--- config.mk ---
export PLATFORM = sky130hd
export DESIGN_NAME = sec_frame_seq
export DESIGN_NICKNAME = d
export VERILOG_FILES = /design/src/rtl/sec_frame_seq.sv
export SDC_FILE = /design/constraint.sdc
export NUM_CORES = 1
export LEC_CHECK = 0
export CAP_MARGIN = 10
export CORE_UTILIZATION = 50
export CTS_BUF_LIST = sky130_fd_sc_hd__clkbuf_8
export DETAILED_ROUTE_END_ITERATION = 7
export HOLD_SLACK_MARGIN = 0.02
export PLACE_DENSITY_LB_ADDON = 0.15
export SETUP_SLACK_MARGIN = 0.2
export SLEW_MARGIN = 40
export SYNTH_ARGS = -nofsm -noshare
export SYNTH_HDL_FRONTEND = slang
export SYNTH_SLANG_ARGS = --single-unit
--- constraint.sdc ---
create_clock -name clk -period 2.5 [get_ports clk]
set_input_delay 0.625 -clock clk [delete_from_list [all_inputs] [get_ports clk]]
set_output_delay 0.625 -clock clk [all_outputs]
set_load 0.02 [all_outputs]
--- src/rtl/sec_frame_seq.sv ---
`default_nettype none
// ============================================================================
//  Module   : sec_frame_seq
//  Purpose  : Control sequencer for one frame through the security pipeline:
//             FIFO stage -> LIFO stage -> user-key XOR -> output LIFO.
//             Issues the stage read/write strobes, counts words, and reports
//             done / error status. It never touches the data path itself.
//  Revision : 1.0  initial release
// ----------------------------------------------------------------------------
//  Parameters
//    DEPTH  maximum words per frame (equals every stage's buffer depth)
//    LW     width of frame_len and the word counter, 2**LW > DEPTH
//    TMO    watchdog idle-cycle limit (only with SEC_FRAME_TIMEOUT_EN)
//  Ports
//    clk, rst_n             clock (rising edge), synchronous active-low reset
//    start, frame_len       frame request and its length, sampled when idle/err
//    in_valid / in_ready    upstream handshake, words accepted in FILL
//    out_ready / out_valid  downstream handshake for data_out_final
//    fifo_full, fifo_empty  FIFO stage status
//    lifo_ov, lifo_ud       ORed overflow / underflow of both LIFOs
//    wr1..rd3               stage strobes (FIFO, LIFO, output LIFO)
//    busy, done, err        status: not idle, frame complete pulse, error
//  Configuration
//    SEC_FRAME_TIMEOUT_EN   when defined, a watchdog forces ERR after TMO
//                           consecutive stalled cycles in FILL or DRAIN.
// ============================================================================
module sec_frame_seq #(
    parameter int DEPTH = 16,
    parameter int LW    = 5,
    parameter int TMO   = 255
) (
    input  logic          clk,
    input  logic          rst_n,
    input  logic          start,
    input  logic [LW-1:0] frame_len,
    input  logic          in_valid,
    output logic          in_ready,
    input  logic          out_ready,
    output logic          out_valid,
    input  logic          fifo_full,
    input  logic          fifo_empty,
    input  logic          lifo_ov,
    input  logic          lifo_ud,
    output logic          wr1,
    output logic          rd1,
    output logic          wr2,
    output logic          rd2,
    output logic          wr3,
    output logic          rd3,
    output logic          busy,
    output logic          done,
    output logic          err
);

    // ------------------------------------------------------------------
    // Elaboration-time parameter sanity
    // ------------------------------------------------------------------
    if ((2 ** LW) <= DEPTH) begin : g_bad_lw
        $error("sec_frame_seq: LW too narrow to hold DEPTH");
    end
    if (TMO < 1) begin : g_bad_tmo
        $error("sec_frame_seq: TMO must be at least 1");
    end

    localparam logic [LW-1:0] c_depth = LW'(DEPTH);

    typedef enum logic [2:0] {
        S_IDLE  = 3'd0,
        S_FILL  = 3'd1,
        S_XFER  = 3'd2,
        S_REV   = 3'd3,
        S_DRAIN = 3'd4,
        S_DONE  = 3'd5,
        S_ERR   = 3'd6
    } state_t;

    state_t        state_q, state_d;
    logic [LW-1:0] len_q, len_d;
    logic [LW-1:0] cnt_q, cnt_d;
    logic          wr2_q, wr2_d;
    logic          wr3_q, wr3_d;
    logic          out_valid_q, out_valid_d;
    logic          busy_q, busy_d;
    logic          done_q, done_d;
    logic          err_q, err_d;

    logic          w_len_ok;
    logic          w_cnt_lt;
    logic          w_lifo_err;
    logic          w_wr1;
    logic          w_rd1;
    logic          w_rd2;
    logic          w_rd3;
    logic          w_in_ready;
    logic          w_wdog_hit;

    // ------------------------------------------------------------------
    // Immediate strobes.
    // These are decoded from the registered state and word counter. wr1
    // and rd3 must follow the same-cycle handshake inputs, and rd1 must be
    // withheld in the very cycle the FIFO reports empty, so they cannot be
    // pure flops. The one-cycle-delayed strobes are registered below.
    // ------------------------------------------------------------------
    always_comb begin
        w_len_ok   = (frame_len != '0) && (frame_len <= c_depth);
        w_cnt_lt   = (cnt_q < len_q);
        w_lifo_err = (state_q != S_IDLE) && (lifo_ov || lifo_ud);
        // The turnover cycle (count == len) still sits in FILL but must not
        // take an extra word, so in_ready drops there.
        w_in_ready = (state_q == S_FILL) && w_cnt_lt;
        w_wr1      = w_in_ready && in_valid && !fifo_full;
        w_rd1      = (state_q == S_XFER)  && w_cnt_lt && !fifo_empty;
        w_rd2      = (state_q == S_REV)   && w_cnt_lt;
        w_rd3      = (state_q == S_DRAIN) && w_cnt_lt && out_ready;
    end

    // ------------------------------------------------------------------
    // Optional watchdog: counts consecutive stalled cycles while waiting
    // on upstream (FILL) or downstream (DRAIN).
    // ------------------------------------------------------------------
`ifdef SEC_FRAME_TIMEOUT_EN
    localparam int TW = (TMO > 1) ? $clog2(TMO + 1) : 1;
    localparam logic [TW-1:0] c_tmo_m1 = TW'(TMO - 1);

    logic [TW-1:0] wdog_q, wdog_d;
    logic          w_stall;

    always_comb begin
        w_stall    = ((state_q == S_FILL)  && w_cnt_lt && !in_valid) ||
                     ((state_q == S_DRAIN) && w_cnt_lt && !out_ready);
        wdog_d     = w_stall ? (wdog_q + 1'b1) : '0;
        // Fires at the end of the TMO-th consecutive stalled cycle.
        w_wdog_hit = w_stall && (wdog_q == c_tmo_m1);
    end

    always_ff @(posedge clk) begin
        if (!rst_n) begin
            wdog_q <= '0;
        end else begin
            wdog_q <= wdog_d;
        end
    end
`else
    always_comb begin
        w_wdog_hit = 1'b0;
    end
`endif

    // ------------------------------------------------------------------
    // Next-state and counter logic. The single counter is reused per
    // phase: accepted words in FILL, reads issued in XFER/REV/DRAIN. Each
    // phase ends on the cycle the counter equals len, which is also the
    // cycle its delayed write (or out_valid) lands.
    // ------------------------------------------------------------------
    always_comb begin
        state_d = state_q;
        len_d   = len_q;
        cnt_d   = cnt_q;

        unique case (state_q)
            S_IDLE, S_ERR: begin
                if (start) begin
                    if (w_len_ok) begin
                        len_d   = frame_len;
                        cnt_d   = '0;
                        state_d = S_FILL;
                    end else begin
                        state_d = S_ERR;
                    end
                end
            end
            S_FILL: begin
                if (!w_cnt_lt) begin
                    cnt_d   = '0;
                    state_d = S_XFER;
                end else if (in_valid && fifo_full) begin
                    state_d = S_ERR;
                end else if (w_wr1) begin
                    cnt_d = cnt_q + 1'b1;
                end
            end
            S_XFER: begin
                if (!w_cnt_lt) begin
                    cnt_d   = '0;
                    state_d = S_REV;
                end else if (fifo_empty) begin
                    state_d = S_ERR;
                end else begin
                    cnt_d = cnt_q + 1'b1;
                end
            end
            S_REV: begin
                if (!w_cnt_lt) begin
                    cnt_d   = '0;
                    state_d = S_DRAIN;
                end else begin
                    cnt_d = cnt_q + 1'b1;
                end
            end
            S_DRAIN: begin
                if (!w_cnt_lt) begin
                    cnt_d   = '0;
                    state_d = S_DONE;
                end else if (w_rd3) begin
                    cnt_d = cnt_q + 1'b1;
                end
            end
            S_DONE: begin
                state_d = S_IDLE;
            end
            default: begin
                state_d = S_IDLE;
            end
        endcase

        // Asynchronous-to-the-flow faults override whatever the phase chose.
        if (w_wdog_hit || w_lifo_err) begin
            state_d = S_ERR;
        end
        if ((state_d == S_ERR) && (state_q != S_ERR)) begin
            cnt_d = '0;
        end

        // Delayed strobes are suppressed when heading into ERR so nothing
        // is issued once the error is registered.
        wr2_d       = w_rd1 && (state_d != S_ERR);
        wr3_d       = w_rd2 && (state_d != S_ERR);
        out_valid_d = w_rd3 && (state_d != S_ERR);

        busy_d = (state_d != S_IDLE);
        done_d = (state_d == S_DONE);
        err_d  = (state_d == S_ERR);
    end

    always_ff @(posedge clk) begin
        if (!rst_n) begin
            state_q     <= S_IDLE;
            len_q       <= '0;
            cnt_q       <= '0;
            wr2_q       <= 1'b0;
            wr3_q       <= 1'b0;
            out_valid_q <= 1'b0;
            busy_q      <= 1'b0;
            done_q      <= 1'b0;
            err_q       <= 1'b0;
        end else begin
            state_q     <= state_d;
            len_q       <= len_d;
            cnt_q       <= cnt_d;
            wr2_q       <= wr2_d;
            wr3_q       <= wr3_d;
            out_valid_q <= out_valid_d;
            busy_q      <= busy_d;
            done_q      <= done_d;
            err_q       <= err_d;
        end
    end

    // ------------------------------------------------------------------
    // Outputs
    // ------------------------------------------------------------------
    assign in_ready  = w_in_ready;
    assign wr1       = w_wr1;
    assign rd1       = w_rd1;
    assign wr2       = wr2_q;
    assign rd2       = w_rd2;
    assign wr3       = wr3_q;
    assign rd3       = w_rd3;
    assign out_valid = out_valid_q;
    assign busy      = busy_q;
    assign done      = done_q;
    assign err       = err_q;

endmodule
`default_nettype wire

==> summary.md <==
| Metric | Value |
|---|---|
| Worst-path cell chain | inv_1 -> ha_1 -> a21o_1 -> a31oi_4 -> o21ai_4 -> nor3_4 -> and2_4 -> buf_6 |
| FF-to-FF End | cnt_q[2] |
| Die outline area | roughly 2700 um2 |
| Slew HR | 68.75% |
| Chip height | a little over 50 um |
| Drt total wl | roughly 3400 um |
| Worst flop-to-flop path startpoint | len_q[3] |
| Post-synth ARST share | 0% |
| # fillers | 138 |
| Global-route wire length before repair | roughly 5300 um |
| Kind of critical path | reg2out |
| CTS tree | done |
| Vias in the first global route | roughly 1.2k |
| Share of cells above drive strength 1 | a little over a third |
| Root buffer cell | clkbuf_8 |
| Reg-to-reg slack, setup | around 0.24 ns |
| RSZ-0062 raised after global routing | true |
| Multi-input logic area | about 910 um2 |
| # IOs | 25 |
| Status | finished, final reports clean |
| Area leader, netlist | dfxtp_1 |
| CP Launch Point | len_q[1] |
| Fmax | between 400 and 500 MHz |
| Hold Crit Class | reg2reg |
| Period utilization | roughly 96% |
| Number of distinct library cells after synthesis | 46 |
| Leak | between 0.0007 and 0.0008 uW |
| Max-slew violations | 0 |
| DR vias/cell | about 5.6 |
| Top cells by count, synth | 19 x dfxtp_1, 15 x nand2_1, 8 x nor2_1, 8 x nor2b_1 |
| Post-route minimum period | between 2 and 2.5 ns |
| # rows | 17 |
| Worst path bufs/invs | 2 |
| Clock sinks | 19 |
| Post-DP HPWL | 2388 um |
| Max incr delay on CP | 0.33 ns |
| H-tree depth | 1 |
| Clock Latency Late Sink | ~0.26 ns |
| Mapped Cells | between 100 and 150 |
| Sequential fraction of the synthesis area | 30.46% |
| Synth warn | 0 |
| First drt pass iteration count | 4 |
| Routed vias | 1258 |
| Final setup viols | 0 |
| Clock slew at reported path FFs | ~0.080 ns |
| Pre-CTS setup slack | -0.3173 ns |
| Remaining antenna violation count after routing | 0 |
| Top delay family on crit path | compound AO/OA/AOI/OAI gates |
| Required @ worst endpoint | between 1.5 and 2 ns |
| Top_reg_cell synth | dfxtp_1 |
| Seq. cell area | approximately 380 um2 |
| Crit path max fanout | 6 |
| Average size of a mapped cell | slightly below 9 um2 |
| Core area | about 2300 um2 |
| Worst Setup End Kind | output pin |
| Synthesis-stage register bit count | 19 |
| Max Root-Sink Buffers | 2 |
| Fin nets | roughly 220 |
| Total Neg Setup Slack | 0 ns |
| Syn Nets | approximately 160 |
| Tot GR Track Use | 27.14% |
| Largest net degree at the start of global routing | 15 |
| PwrDens | ~860 nW/um2 |
| Initial antenna violation count | 0 |
| Hold-fix buffers at CTS | 0 |
| Starting Density | ~55% |
| RD Place Congestion | ~0.88 |
| Critical Path Sink | wr1 |
| Initial drt markers | 32 |
| Skew final | around 0.006 ns |
| Max-Cap Viols | 0 |
| Top cells by area, synth | dfxtp_1 30%, mux2i_1 5.6%, ha_1 5.0%, nand2_1 4.5%, nor2b_1 4.0% |
| Post-Syn Area | ~1200 um2 |
| TritonCTS Buffers | 3 |
| Count of buffers from port buffering | 24 |
| Yosys top cell area share | a little over 30% |
| Remaining DRCs | 0 |
| Final Worst Setup Slack | about 0.11 ns |
| CP max stage cell | dfxtp_2 |
| Levels on crit path | 8 |
| Cell depth of the worst flop-to-flop path | 10 |
| Non-Filler Instances | between 200 and 250 |
| Placed cell count | 214 |
| WP data arrival | 1.77 ns |
| Peak supply drop | around 0.90 mV |
| Number of flops mapped to enable cells by yosys | 0 |
| Synth-to-Final Area Change | 50.00% |
| DR WL/cell | between 15 and 20 um |
| Diodes inserted | 0 |
| Worst slew pin tran | approximately 0.47 ns |
| Count leader, synth | dfxtp_1 |
| Startpoint Class | register |
| Total congestion overflow | 0 |
| Die Span X | 51.98 um |
| Fin. Hold Viols | 0 |
==> worst min-delay path, cell delays in order, from the launching register on <==
cell and delay (ns):
dfxtp_2 0.33, mux2i_1 0.07, nor2b_1 0.10
==> stage by stage <==
step / total power, uW / area, um2 / hold WS (ns) / util (%)
global route: 1699 / 1873 / 0.5472 / 82.30
global placement: 1256 / 1700 / 0.5004 / 74.71
floorplan: 979.6 / 1275 / 0.4623 / -
detailed placement: 1273 / 1700 / 0.5181 / 74.71
CTS: 1560 / 1827 / 0.5351 / 80.26
finish: 1614 / 1873 / 0.5350 / 82.30
==> metal layers <==
layer  track usage, %  share of wire, %
met4            8.559              0.88
met5                0                 0
met3            4.094               3.6
met1            35.59                48
met2            45.09                48
==> sequential cells by signal (all words and copies together), names as in the netlist <==
register / flops
len_q: 5
busy: 1
wr2: 1
wr3: 1
state_q: 3
cnt_q: 5
err: 1
out_valid: 1
done: 1
==> logic make-up after synthesis <==
family	count (synthesis)	synth area share, %
muxes	7	5.611
AOI/OAI and AO/OA	34	23.65
DFF	19	30.46
xor gates and xnor gates	1	0.7015
adders and majority gates	5	5.010
buffers and inverters	13	5.110
and+or+nand+nor	64	29.46
==> worst min path at each step <==
stage                to  slack [ns]      from  cells past startpoint
2_1_floorplan  cnt_q[0]        0.46  cnt_q[0]                      2
3_5_place_dp   len_q[4]        0.52  len_q[4]                      2
5_1_grt        len_q[1]        0.55  len_q[1]                      2
3_3_place_gp   len_q[4]        0.50  len_q[4]                      2
4_1_cts        len_q[2]        0.54  len_q[2]                      2
6_report       len_q[1]        0.54  len_q[1]                      2
==> repair_timing <==
action / 4_1_cts / 5_1_grt
resized for setup: 46 / 5
setup buffers: 2 / 4
setup endpoints to repair: 18 / 16
pin swaps: 12 / 11
hold endpoints to repair: 0 / 0
==> area by class of cell <==
| cell class | instances | share of cell area [%] |
|---|---|---|
| multi-input cells | 111 | 48.56 |
| repair buffers | 55 | 25.18 |
| flip-flops and latches | 19 | 20.51 |
| clock buffers | 3 | 2.204 |
| well taps | 28 | 1.870 |
| inverters | 7 | 1.403 |
| clock inverters | 1 | 0.2672 |
==> power by group <==
group / internal (uW) / switching (uW)
sequential: 352 / 49.9
combinational: 465 / 531
clock: 111 / 105
total: 929 / 685
==> placed cells by master (no fill, tap or decap), types with 3 or more instances in the layout <==
cell	instances
nor2b_1	8
buf_6	4
dfxtp_1	16
a31oi_1	5
buf_4	31
clkbuf_8	3
nand3b_1	4
nand3_1	7
clkdlybuf4s50_1	15
ha_1	3
mux2i_1	6
a21oi_1	4
nand2_1	14
inv_1	6
nor2_1	7
dfxtp_2	3
nand2b_1	4
dlygate4sd2_1	3
o21ai_0	6
Power figures use the tool's default switching activity.
